[config.mk]
export PLATFORM = sky130hd
export DESIGN_NAME = mem_access_unit
export DESIGN_NICKNAME = d
export VERILOG_FILES = /design/src/rtl/mem_access_unit.sv
export SDC_FILE = /design/constraint.sdc
export NUM_CORES = 1
export LEC_CHECK = 0
export CAP_MARGIN = 20
export CORE_MARGIN = 4
export CORE_UTILIZATION = 23
export CTS_CLUSTER_SIZE = 10
export DETAILED_ROUTE_END_ITERATION = 6
export GPL_TIMING_DRIVEN = 0
export MAX_ROUTING_LAYER = met4
export SYNTH_ARGS = -nofsm -noshare
export SYNTH_HDL_FRONTEND = slang
export SYNTH_SLANG_ARGS = --single-unit
[constraint.sdc]
create_clock -name clk -period 2 [get_ports clk]
set_input_delay 0.4 -clock clk [delete_from_list [all_inputs] [get_ports clk]]
set_output_delay 0.4 -clock clk [all_outputs]
set_load 0.03 [all_outputs]
[src/rtl/mem_access_unit.sv]
// rtl/mem_access_unit.sv - load/store access unit bridging the execute stage to a split addr/data memory bus
//
// Purpose:
//   Accepts one memory op at a time from the execute stage and issues it on a
//   request/address-ok/data-ok bus. Store data is replicated across byte lanes
//   with a matching write strobe. Load data is extracted from the returned word
//   and sign- or zero-extended. A flush during the bus phase still lets the
//   transaction finish on the bus but suppresses the completion pulse.
//
// Optional feature (macro LSU_ADDR_EXC_EN):
//   defined   - misaligned half/word accesses skip the bus and report adel/ades
//               with badvaddr one cycle after accept.
//   undefined - adel/ades/badvaddr tie to 0 and misaligned accesses go out with
//               the address rounded down to the access size.
//
// Ports:
//   clk, resetn                 clock, asynchronous active-low reset
//   op_valid, op, addr, wdata   memory op from execute (op code, EA, store value)
//   flush                       cancel the in-flight op's result
//   op_ready, stall             idle/accepting, pipeline hold request
//   result_valid, result        one-cycle completion pulse, extended load data
//   adel, ades, badvaddr        address-error pulses and faulting address
//   data_req, data_wr           bus request, 1 = write
//   data_size                   0 byte, 1 half, 2 word
//   data_addr, data_wdata       bus address, lane-replicated write data
//   data_wstrb                  write byte enables (0 for reads)
//   data_addr_ok, data_data_ok  address accepted, data returned/written
//   data_rdata                  read word
module mem_access_unit (
  input  logic        clk,
  input  logic        resetn,
  input  logic        op_valid,
  input  logic [7:0]  op,
  input  logic [31:0] addr,
  input  logic [31:0] wdata,
  input  logic        flush,
  output logic        op_ready,
  output logic        stall,
  output logic        result_valid,
  output logic [31:0] result,
  output logic        adel,
  output logic        ades,
  output logic [31:0] badvaddr,
  output logic        data_req,
  output logic        data_wr,
  output logic [1:0]  data_size,
  output logic [31:0] data_addr,
  output logic [31:0] data_wdata,
  output logic [3:0]  data_wstrb,
  input  logic        data_addr_ok,
  input  logic        data_data_ok,
  input  logic [31:0] data_rdata
);

  localparam logic [7:0] EXE_LB_OP  = 8'b1110_0000;
  localparam logic [7:0] EXE_LBU_OP = 8'b1110_0100;
  localparam logic [7:0] EXE_LH_OP  = 8'b1110_0001;
  localparam logic [7:0] EXE_LHU_OP = 8'b1110_0101;
  localparam logic [7:0] EXE_LW_OP  = 8'b1110_0011;
  localparam logic [7:0] EXE_SB_OP  = 8'b1110_1000;
  localparam logic [7:0] EXE_SH_OP  = 8'b1110_1001;
  localparam logic [7:0] EXE_SW_OP  = 8'b1110_1011;

  typedef enum logic [1:0] {IDLE, REQ, WAIT, DONE} state_t;

  state_t      r_state;
  logic        r_cancel;
  logic        r_load;
  logic        r_signed;
  logic [1:0]  r_size;
  logic [1:0]  r_addr_lo;

  logic        w_is_mem;
  logic        w_is_load;
  logic        w_signed;
  logic [1:0]  w_size;
  logic        w_accept;
  logic [31:0] w_addr_al;
  logic [31:0] w_wdata;
  logic [3:0]  w_strb;
  logic [7:0]  w_byte;
  logic [15:0] w_half;
  logic [31:0] w_ext;

  // Op decode
  always_comb begin
    w_is_mem  = 1'b1;
    w_is_load = 1'b1;
    w_signed  = 1'b0;
    w_size    = 2'd0;
    case (op)
      EXE_LB_OP:  begin w_size = 2'd0; w_signed = 1'b1; end
      EXE_LBU_OP: begin w_size = 2'd0; end
      EXE_LH_OP:  begin w_size = 2'd1; w_signed = 1'b1; end
      EXE_LHU_OP: begin w_size = 2'd1; end
      EXE_LW_OP:  begin w_size = 2'd2; end
      EXE_SB_OP:  begin w_size = 2'd0; w_is_load = 1'b0; end
      EXE_SH_OP:  begin w_size = 2'd1; w_is_load = 1'b0; end
      EXE_SW_OP:  begin w_size = 2'd2; w_is_load = 1'b0; end
      default:    begin w_is_mem = 1'b0; w_is_load = 1'b0; end
    endcase
  end

  assign w_accept = (r_state == IDLE) && op_valid && w_is_mem && !flush;

  // Bus address is always size-aligned; lane selection uses the original low bits
  always_comb begin
    w_addr_al = addr;
    w_wdata   = wdata;
    w_strb    = 4'b1111;
    case (w_size)
      2'd0: begin
        w_wdata = {4{wdata[7:0]}};
        w_strb  = 4'b0001 << addr[1:0];
      end
      2'd1: begin
        w_addr_al = {addr[31:1], 1'b0};
        w_wdata   = {2{wdata[15:0]}};
        w_strb    = addr[1] ? 4'b1100 : 4'b0011;
      end
      default: begin
        w_addr_al = {addr[31:2], 2'b00};
      end
    endcase
  end

`ifdef LSU_ADDR_EXC_EN
  logic w_misal;
  assign w_misal = ((w_size == 2'd1) && addr[0]) ||
                   ((w_size == 2'd2) && (addr[1:0] != 2'b00));
`endif

  // Load extraction from the returned word
  always_comb begin
    case (r_addr_lo)
      2'd0:    w_byte = data_rdata[7:0];
      2'd1:    w_byte = data_rdata[15:8];
      2'd2:    w_byte = data_rdata[23:16];
      default: w_byte = data_rdata[31:24];
    endcase
    w_half = r_addr_lo[1] ? data_rdata[31:16] : data_rdata[15:0];
    case (r_size)
      2'd0:    w_ext = r_signed ? {{24{w_byte[7]}}, w_byte} : {24'd0, w_byte};
      2'd1:    w_ext = r_signed ? {{16{w_half[15]}}, w_half} : {16'd0, w_half};
      default: w_ext = data_rdata;
    endcase
  end

  assign op_ready = (r_state == IDLE);
  // Gated by resetn so the hold request drops while reset is asserted
  assign stall    = resetn && ((r_state != IDLE) || (op_valid && w_is_mem));

`ifndef LSU_ADDR_EXC_EN
  assign adel     = 1'b0;
  assign ades     = 1'b0;
  assign badvaddr = 32'd0;
`endif

  always_ff @(posedge clk or negedge resetn) begin
    if (!resetn) begin
      r_state      <= IDLE;
      r_cancel     <= 1'b0;
      r_load       <= 1'b0;
      r_signed     <= 1'b0;
      r_size       <= 2'd0;
      r_addr_lo    <= 2'd0;
      result_valid <= 1'b0;
      result       <= 32'd0;
      data_req     <= 1'b0;
      data_wr      <= 1'b0;
      data_size    <= 2'd0;
      data_addr    <= 32'd0;
      data_wdata   <= 32'd0;
      data_wstrb   <= 4'd0;
`ifdef LSU_ADDR_EXC_EN
      adel         <= 1'b0;
      ades         <= 1'b0;
      badvaddr     <= 32'd0;
`endif
    end else begin
      result_valid <= 1'b0;
`ifdef LSU_ADDR_EXC_EN
      adel         <= 1'b0;
      ades         <= 1'b0;
`endif
      case (r_state)
        IDLE: begin
          r_cancel <= 1'b0;
          if (w_accept) begin
            r_load    <= w_is_load;
            r_signed  <= w_signed;
            r_size    <= w_size;
            r_addr_lo <= addr[1:0];
`ifdef LSU_ADDR_EXC_EN
            if (w_misal) begin
              // Address error: no bus traffic, report straight from DONE
              r_state      <= DONE;
              result_valid <= 1'b1;
              result       <= 32'd0;
              adel         <= w_is_load;
              ades         <= !w_is_load;
              badvaddr     <= addr;
            end else
`endif
            begin
              r_state    <= REQ;
              data_req   <= 1'b1;
              data_wr    <= !w_is_load;
              data_size  <= w_size;
              data_addr  <= w_addr_al;
              data_wdata <= w_wdata;
              data_wstrb <= w_is_load ? 4'd0 : w_strb;
            end
          end
        end
        REQ: begin
          if (flush) r_cancel <= 1'b1;
          if (data_addr_ok) begin
            data_req <= 1'b0;
            r_state  <= WAIT;
          end
        end
        WAIT: begin
          if (flush) r_cancel <= 1'b1;
          if (data_data_ok) begin
            r_state      <= DONE;
            result_valid <= !(r_cancel || flush);
            result       <= r_load ? w_ext : 32'd0;
          end
        end
        default: begin
          r_state <= IDLE;
        end
      endcase
    end
  end

endmodule
Word-level counts from Yosys, hierarchy flattened
Index checks and enable logic that the tools add are counted.
W data, S select, Z words.
Word-level totals
  register bits after elaboration: 112
  input bits: 110
  output and inout bits: 141
  logic and storage cells: 86
Cells by class
  equal/unequal tests: 18
  shift-type cells: 1
  mux-type cells: 26
  reductions and logical operators: 28
Operators by type and width (number)
  $pmux W32 S2: 2
  $mux W32: 3
  $eq A8 B8 Y1 const B: 8
  $pmux W8 S3: 1
  $mux W16: 1
  $eq A2 B1 Y1 const B: 4
  $logic_not A2 Y1: 4
  $mux W1: 8
  $mux W4: 2
  $pmux W2 S2: 2
  $pmux W4 S2: 1
  $reduce_or A8 Y1: 1
  $mux W2: 3
  $pmux W2 S3: 1
  $reduce_and A2 Y1: 3
  $reduce_and A3 Y1: 2
  $reduce_bool A2 Y1: 3
  $reduce_or A2 Y1: 3
  $logic_and A1 B1 Y1: 5
  $reduce_or A5 Y1: 1
  $eq A2 B2 Y1 const B: 2
  $ne A2 B1 Y1 const B: 2
  $ne A2 B2 Y1 const B: 2
  $pmux W1 S2: 2
  other kinds (4): 7

Depth between registers and ports, before layout
Gate-level depths: netlist of run 1.
  depth after elaboration: 7
  mapped depth: 8
  depth with buffers taken out: 6

Least setup slack after synthesis of run 1
No wires, ideal clock.
  path type: register to register
  start point: register r_state[0]
  end point: register data_addr[10]
  setup time: 0.066 ns
  arrival: 1.823 ns
  data required time: 1.934 ns
  path slack: 0.112 ns
  cell stages (with the launch flop): 9
  path buffers: 2
  period minus slack after synthesis: 1.888 ns
  cell sequence: dfrtp_1 > inv_1 > ha_1 > nor2b_1 > o2111a_1 > buf_2 > clkbuf_1 > nand2_1 > nand2_1
Between the ends
  longest elaborated chain between the ends: 5
RTL lines
  start: declaration: line 66  | state_t r_state;
  start signal: assignment: line 161  | r_state <= IDLE;
  start signal: assignment: line 206  | r_state <= REQ;
  start signal: assignment: line 220  | r_state <= WAIT;
  $logic_not A2 Y1 (*)
  via op_ready: line 37  | output logic op_ready,
  $logic_and A1 B1 Y1 (3 in a row): line 104  | assign w_accept = (r_state == IDLE) && op_valid && w_is_mem && !flush;
  $reduce_and A2 Y1 (no line) (*)
  end signal: assignment: line 210  | data_addr <= w_addr_al;
  end: declaration: line 47  | output logic [31:0] data_addr,
Mark *: on every way through the listed nets, which the timed path passes. The rest lies on a longest branch.
A chain may end at the register's enable or synchronous reset.

==> results of run 1 <==
-- through the flow --
| stage | worst slack (ps) | TNS (ps) | total power [mW] | hold WS [ps] | cells |
|---|---|---|---|---|---|
| after CTS | -57.35 | -57.35 | 7.214 | -35.63 | 1167 |
| final | 67.56 | 0 | 7.162 | -2.970 | 1170 |
| after floorplan | 111.9 | 0 | 4.064 | 104.4 | 618 |
| after global routing | -6.124 | -6.124 | 7.576 | 0.1993 | 1170 |
| after detailed placement | -1194 | -45190 | 5.189 | 358.1 | 1152 |
| after global placement | -4523 | -530470 | 5.161 | 445.8 | 1151 |
-- power breakdown --
part / total (mW) / internal, mW / switching, mW
registers: 2.73 / 2.55 / 0.178
clock network: 1.96 / 1.05 / 0.907
logic: 2.47 / 1.04 / 1.43
total: 7.16 / 4.64 / 2.52
-- area by class of cell --
type                    instances  area [sq um]
well taps                     319         399.1
fillers                      2404         14830
multi-input cells             420          2374
inverters                      11         41.29
clock inverters                 5         63.81
repair buffers                220          2241
clock buffers                  11         252.7
flip-flops and latches        112          2803
plain buffers                  72         470.5
-- routing by layer --
layer	global-route usage [%]	routed length (microns)
met1	19.39	8759
met2	23.87	9221
met3	4.834	1655
met4	3.037	196
met5	-	0
-- synthesized netlist by cell type (all sizes together) --
master   count
and4b        1
a21boi       2
nand3b       7
a32o         9
a311o        1
a21bo        1
nand2b       2
o2111a       1
nor3b        1
conb         1
nor3         4
a21oi       16
o31ai        7
mux2         3
and4         1
and2         3
a221o       16
or4          1
a22o         1
o32a         1
nand4b       1
inv         11
and3         1
mux2i       26
o22ai        2
buf         54
nor2b        6
o2111ai      1
nor2        19
dfrtp      112
a221oi      10
clkbuf      21
a2111o       1
a211oi       6
ha           3
nand3        2
a21o         1
nand4        1
o21ai       63
o211ai       1
nand2      164
-- state kept, by name (all words and copies together), names as in the netlist --
signal and flops:
data_addr 32, data_wdata 32, result 32, data_wstrb 4, r_addr_lo 2, r_size 2
r_state 2, data_req 1, data_wr 1, r_cancel 1, r_load 1, r_signed 1
result_valid 1
-- kinds of logic (layout without fill, tap and decap cells) --
kind of cell	Yosys count	in the layout
muxes	29	29
other	1	34
adders and majority gates	3	3
DFF	112	112
and+or+nand+nor	214	214
AOI/OAI and AO/OA	140	140
buffers and inverters	86	319
-- final timing paths --
| path | to | slack [ps] |
|---|---|---|
| worst min register to register | result_valid | 460 |
| min in group clk | r_signed | 420 |
| worst max-delay path | data_size[0] | 70 |
| worst min-delay path | result[16] | -3 |
| max in group asynchronous | data_addr[29] | 1630 |
| worst max register to register | result[27] | 120 |
-- repair_timing --
action                                 4_1_cts  5_1_grt
pin swaps                                    2        4
setup buffers                                1        3
endpoints found under the hold margin       44       44
setup endpoints to repair                  103       90
gates resized for setup                     30       25
==> flow_metrics.tcl, run 1 <==
set metrics [dict create \
    grt_max_degree 70 \
    wl_per_cell_microns 16.95 \
    avgSynthCellArea_sq_um 9.370 \
    syn-instance-count 585 \
    synth_area_leader_cell "dfrtp_1" \
    timing.final.crit_share_pct 96.62 \
    cp_cell_sequence "clkdlybuf4s50_1" \
    cpPeakStageDelay_ps 750 \
    power.density_mw_per_mm2 828.5 \
    setup.worst_path.end_class "output port" \
    drtPass1Iterations 4 \
    drtAntennaViolNets 0 \
    ys_seq_area_share_pct 51.13 \
    synthTopCellsByArea "dfrtp_1 (51%), nand2_1 (11%), o21ai_0 (5.8%), buf_4 (4.8%), mux2i_1 (4.7%)" \
    drt_wl_total_microns 19830 \
    hold_viol 2 \
    cp_data_required_time_ps 1600 \
    grtUsageTotal_pct 15.17 \
    p_leak_nw 3.917 \
    syn2layout_area_growth_pct 57.70 \
    clock_path_buffers 2 \
    violations "hold timing" \
    antenna_cells 0 \
    peakVddDrop_mv 0.4313 \
    final_common_cell "clkdlybuf4s50_1" \
    die_h_microns 162.4 \
    synth_compound_area_share_pct 17.32 \
    utilization_pct 36.83 \
    netlist.area_leader.share_pct 51.13 \
    core_sq_mm 0.02347 \
    cts-root-buf "clkbuf_16" \
    dpl.hpwl_microns 15000 \
    critPathSlowestCell "clkdlybuf4s50_1" \
    grt_antenna_before_repair 0 \
    worstMarginPinSlew_ps 730.6 \
    synthSimpleGateAreaFrac_pct 16.53 \
    clk_pin_slew_ps 80 \
    path_buf_inv 1 \
    grt_pass1_vias 5264 \
    drive_above_1_share_pct 11.28 \
    cts_tree "built" \
    yosys.cell_types.count 48 \
    gp_congestion 0.8273 \
    fmax_ghz 0.5175 \
    final_cell_mix "clkdlybuf4s50_1 (205), nand2_1 (164), dfrtp_1 (112), o21ai_0 (61), buf_4 (42)" \
    clock_latency_ps 350 \
    critPathLaunch "r_size[0]" \
    finalMaxSlewViolations 0 \
    critPathKind "reg2out" \
    routed_via_density 4.374 \
    reg2reg_depth 7 \
    cp-start-kind "flop" \
    max_cap_violations 0 \
    synth_area_sq_mm 0.005482 \
    place.port_buffers 214 \
    synth_top_family_by_area "compound AO/OA/AOI/OAI gates" \
    hp-class "in2async" \
    via_count 5117 \
    setup_viol 0 \
    final_net_count 959 \
    hold_ws_ps -2.970 \
    grt_overflow 0 \
    stdcell_area_sq_mm 0.008645 \
    critPathArrivalTime_ps 1530 \
    synthAdderAreaFrac_pct 0.6848 \
    cts_buffers 9 \
    initialDrtViolationCount 249 \
    cp_max_fo 7 \
    route.detailed.drc 0 \
    start_util_pct 23.35 \
    outcome "finished with violations" \
    dieWidth_microns 162.4 \
    clock_skew_ps 8.709 \
    ys_ff_latch 112 \
    grt_pass1_wl_microns 30350 \
    clock_sinks 112 \
    slew_headroom_pct 49.90 \
    io_pins 251 \
    path_delay_family "buffers and inverters" \
    dieArea_sq_mm 0.02637 \
    placed_cell_area_sq_mm 0.008175 \
    rows 56 \
    reg2reg_from "r_state[0]" \
    yosys_warnings 0 \
    final.min_clock_period_ps 1932 \
    yosys.area_share.xor_xnor_pct 0 \
    htreeDepth 3 \
    critical_path_depth 1 \
    synth_mux_area_share_pct 5.364 \
    rsz0062_at_grt "yes" \
]
Power figures use the tool's default switching activity.
==> run 2: changes to the inputs <==
--- a/config.mk
+++ b/config.mk
@@ -10,7 +10,7 @@
 export CORE_UTILIZATION = 23
 export CTS_CLUSTER_SIZE = 10
 export DETAILED_ROUTE_END_ITERATION = 6
-export GPL_TIMING_DRIVEN = 0
+export GPL_TIMING_DRIVEN = 1
 export MAX_ROUTING_LAYER = met4
 export SYNTH_ARGS = -nofsm -noshare
 export SYNTH_HDL_FRONTEND = slang
==> run 2 against run 1 <==
The flow now finishes without violations. Die area unchanged. Utilization down 0.58 points. Routed wire length down 7.7%. Non-clock buffer count down 30. Combinational power down 3%. Power down 2.9%. Hold slack better by 180 ps. Flip-flop and latch count unchanged. Count of clock-buffer cells in the layout up 1. Global-route usage down 1.3 points. Design area down 1.6%. Largest cell class unchanged. Highest routed layer unchanged.
==> flow_metrics.tcl, run 2 (same netlist as run 1, synthesis figures left out) <==
set metrics [dict create \
    peakVddDrop_mv 0.4684 \
    power.density_mw_per_mm2 816.9 \
    finalPower_mw 6.951 \
    htreeDepth 3 \
    path_delay_family "compound AO/OA/AOI/OAI gates" \
    grt_max_degree 113 \
    io_pins 251 \
    cts_buffers 9 \
    met1_usage_pct 18.18 \
    setup_viol 0 \
    cts_tree "built" \
    rsz0062_at_grt "no" \
    drive_above_1_share_pct 9.135 \
    grt_antenna_before_repair 0 \
    hold_buffers 0 \
    hp-class "in2async" \
    cp_max_fo 3 \
    via_count 5061 \
    syn2layout_area_growth_pct 55.24 \
    cp_data_required_time_ps 2240 \
    clock_skew_ps 7.595 \
    slew_headroom_pct 54.00 \
    rows 56 \
    drt_wl_total_microns 18300 \
    clock_latency_ps 350 \
    final_cell_mix "clkdlybuf4s50_1 (205), nand2_1 (164), dfrtp_1 (112), o21ai_0 (61), buf_4 (38)" \
    critPathSlowestCell "clkdlybuf4s50_1" \
    cpPeakStageDelay_ps 490 \
    wl_per_cell_microns 16.05 \
    top_usage_layer "met2" \
    final_net_count 929 \
    reg2reg_slack_ps 160 \
    cp_cell_sequence "clkdlybuf4s50_1 > a21bo_1 > a2111o_1 > a221oi_2 > mux2_1" \
    setup.worst_path.end_class "flop" \
    cp-start-kind "primary input" \
    grt_pass1_vias 5068 \
    reg_top3 "data_addr: 32 flops, data_wdata: 32 flops, result: 32 flops" \
    drtPass1Iterations 5 \
    clk_pin_slew_ps 80 \
    die_h_microns 162.4 \
    finalMaxSlewViolations 0 \
    start_util_pct 23.35 \
    outcome "finished clean" \
    critPathArrivalTime_ps 2170 \
    grt_overflow 0 \
    p_leak_nw 3.810 \
    route.detailed.drc 0 \
    path_buf_inv 1 \
    reg2reg_from "r_state[0]" \
    final.min_clock_period_ps 1933 \
    initialDrtViolationCount 263 \
    critical_path_depth 5 \
    fmax_ghz 0.5173 \
    hold_viol 0 \
    utilization_pct 36.25 \
    antenna_cells 0 \
    routed_via_density 4.439 \
    grtUsageMet2_pct 20.80 \
    dieArea_sq_mm 0.02637 \
    reg2reg_depth 5 \
    clock_sinks 112 \
    critPathKind "in2reg" \
    r2r-end "result[21]" \
    dieWidth_microns 162.4 \
    dpl.hpwl_microns 13670 \
    clock_path_buffers 2 \
    timing.final.crit_share_pct 96.66 \
    drtAntennaViolNets 0 \
    place.port_buffers 216 \
    final_common_cell "clkdlybuf4s50_1" \
    grt_pass1_wl_microns 28100 \
    max_cap_violations 0 \
    core_sq_mm 0.02347 \
    cts-root-buf "clkbuf_16" \
    worstMarginPinSlew_ps 688.6 \
    gp_congestion 0.8010 \
    grtUsageTotal_pct 13.85 \
    met3_usage_pct 4.758 \
]
[run 2: changes by cell type in the layout (fill, tap and decap cells not counted), sizes merged]
cell	before	now
buf	62	48
bufinv	1	0
clkbuf	29	12
clkinv	2	0
dlygate4sd2	2	3
dlymetal6s2s	4	5
inv	12	14
[run 2: timing repair]
| action | CTS | global route |
|---|---|---|
| buffers inserted | 1 | 1 |
| pin swaps | 3 | 3 |
| hold endpoints to repair | 0 | 0 |
| resized for setup | 8 | 9 |
| setup endpoints to repair | 2 | 49 |
[run 2: power by group]
group	total [mW]	internal, mW	switching (mW)	leakage, nW
Sequential	2.74	2.55	0.187	1.52
Combinational	2.39	1.01	1.38	2.15
Clock	1.82	0.932	0.891	0.140
[run 2: worst max-delay path by stage]
stage               startpoint            end  slack (ps)
floorplan           r_state[0]  data_addr[10]         110
global placement         op[2]     r_state[1]        -210
detailed placement    op_valid     r_state[1]        -260
CTS                      op[7]          stall         0.4
global route        r_state[0]     result[22]           4
finish                op_valid     r_state[1]          70
[run 2: metal layers]
layer	share of wire, %	wire (microns)
met3	9.2	1677
met1	44	8141
met4	1.3	235
met2	45	8243
met5	0	0
[run 2: final cells by class]
cell class / instances / area [sq um]
flip-flops and latches: 112 / 2803
fillers: 2412 / 14960
well taps: 319 / 399.1
repair buffers: 262 / 2628
inverters: 11 / 41.29
clock buffers: 12 / 256.5
clock inverters: 4 / 33.78
multi-input cells: 420 / 2349
[run 2: metrics by stage]
stage | instances | setup TNS [ps] | cell area (sq um) | worst slack [ps] | hold WS [ps]
after detailed placement | 1122 | -8504 | 8182 | -262.1 | 458.5
after global routing | 1140 | 0 | 8509 | 4.151 | 221.5
after floorplan | 618 | 0 | 5605 | 111.9 | 104.4
final | 1140 | 0 | 8509 | 66.71 | 177.2
after global placement | 1122 | -10380 | 8182 | -210.0 | 444.2
after CTS | 1139 | 0 | 8484 | 0.4339 | 205.8
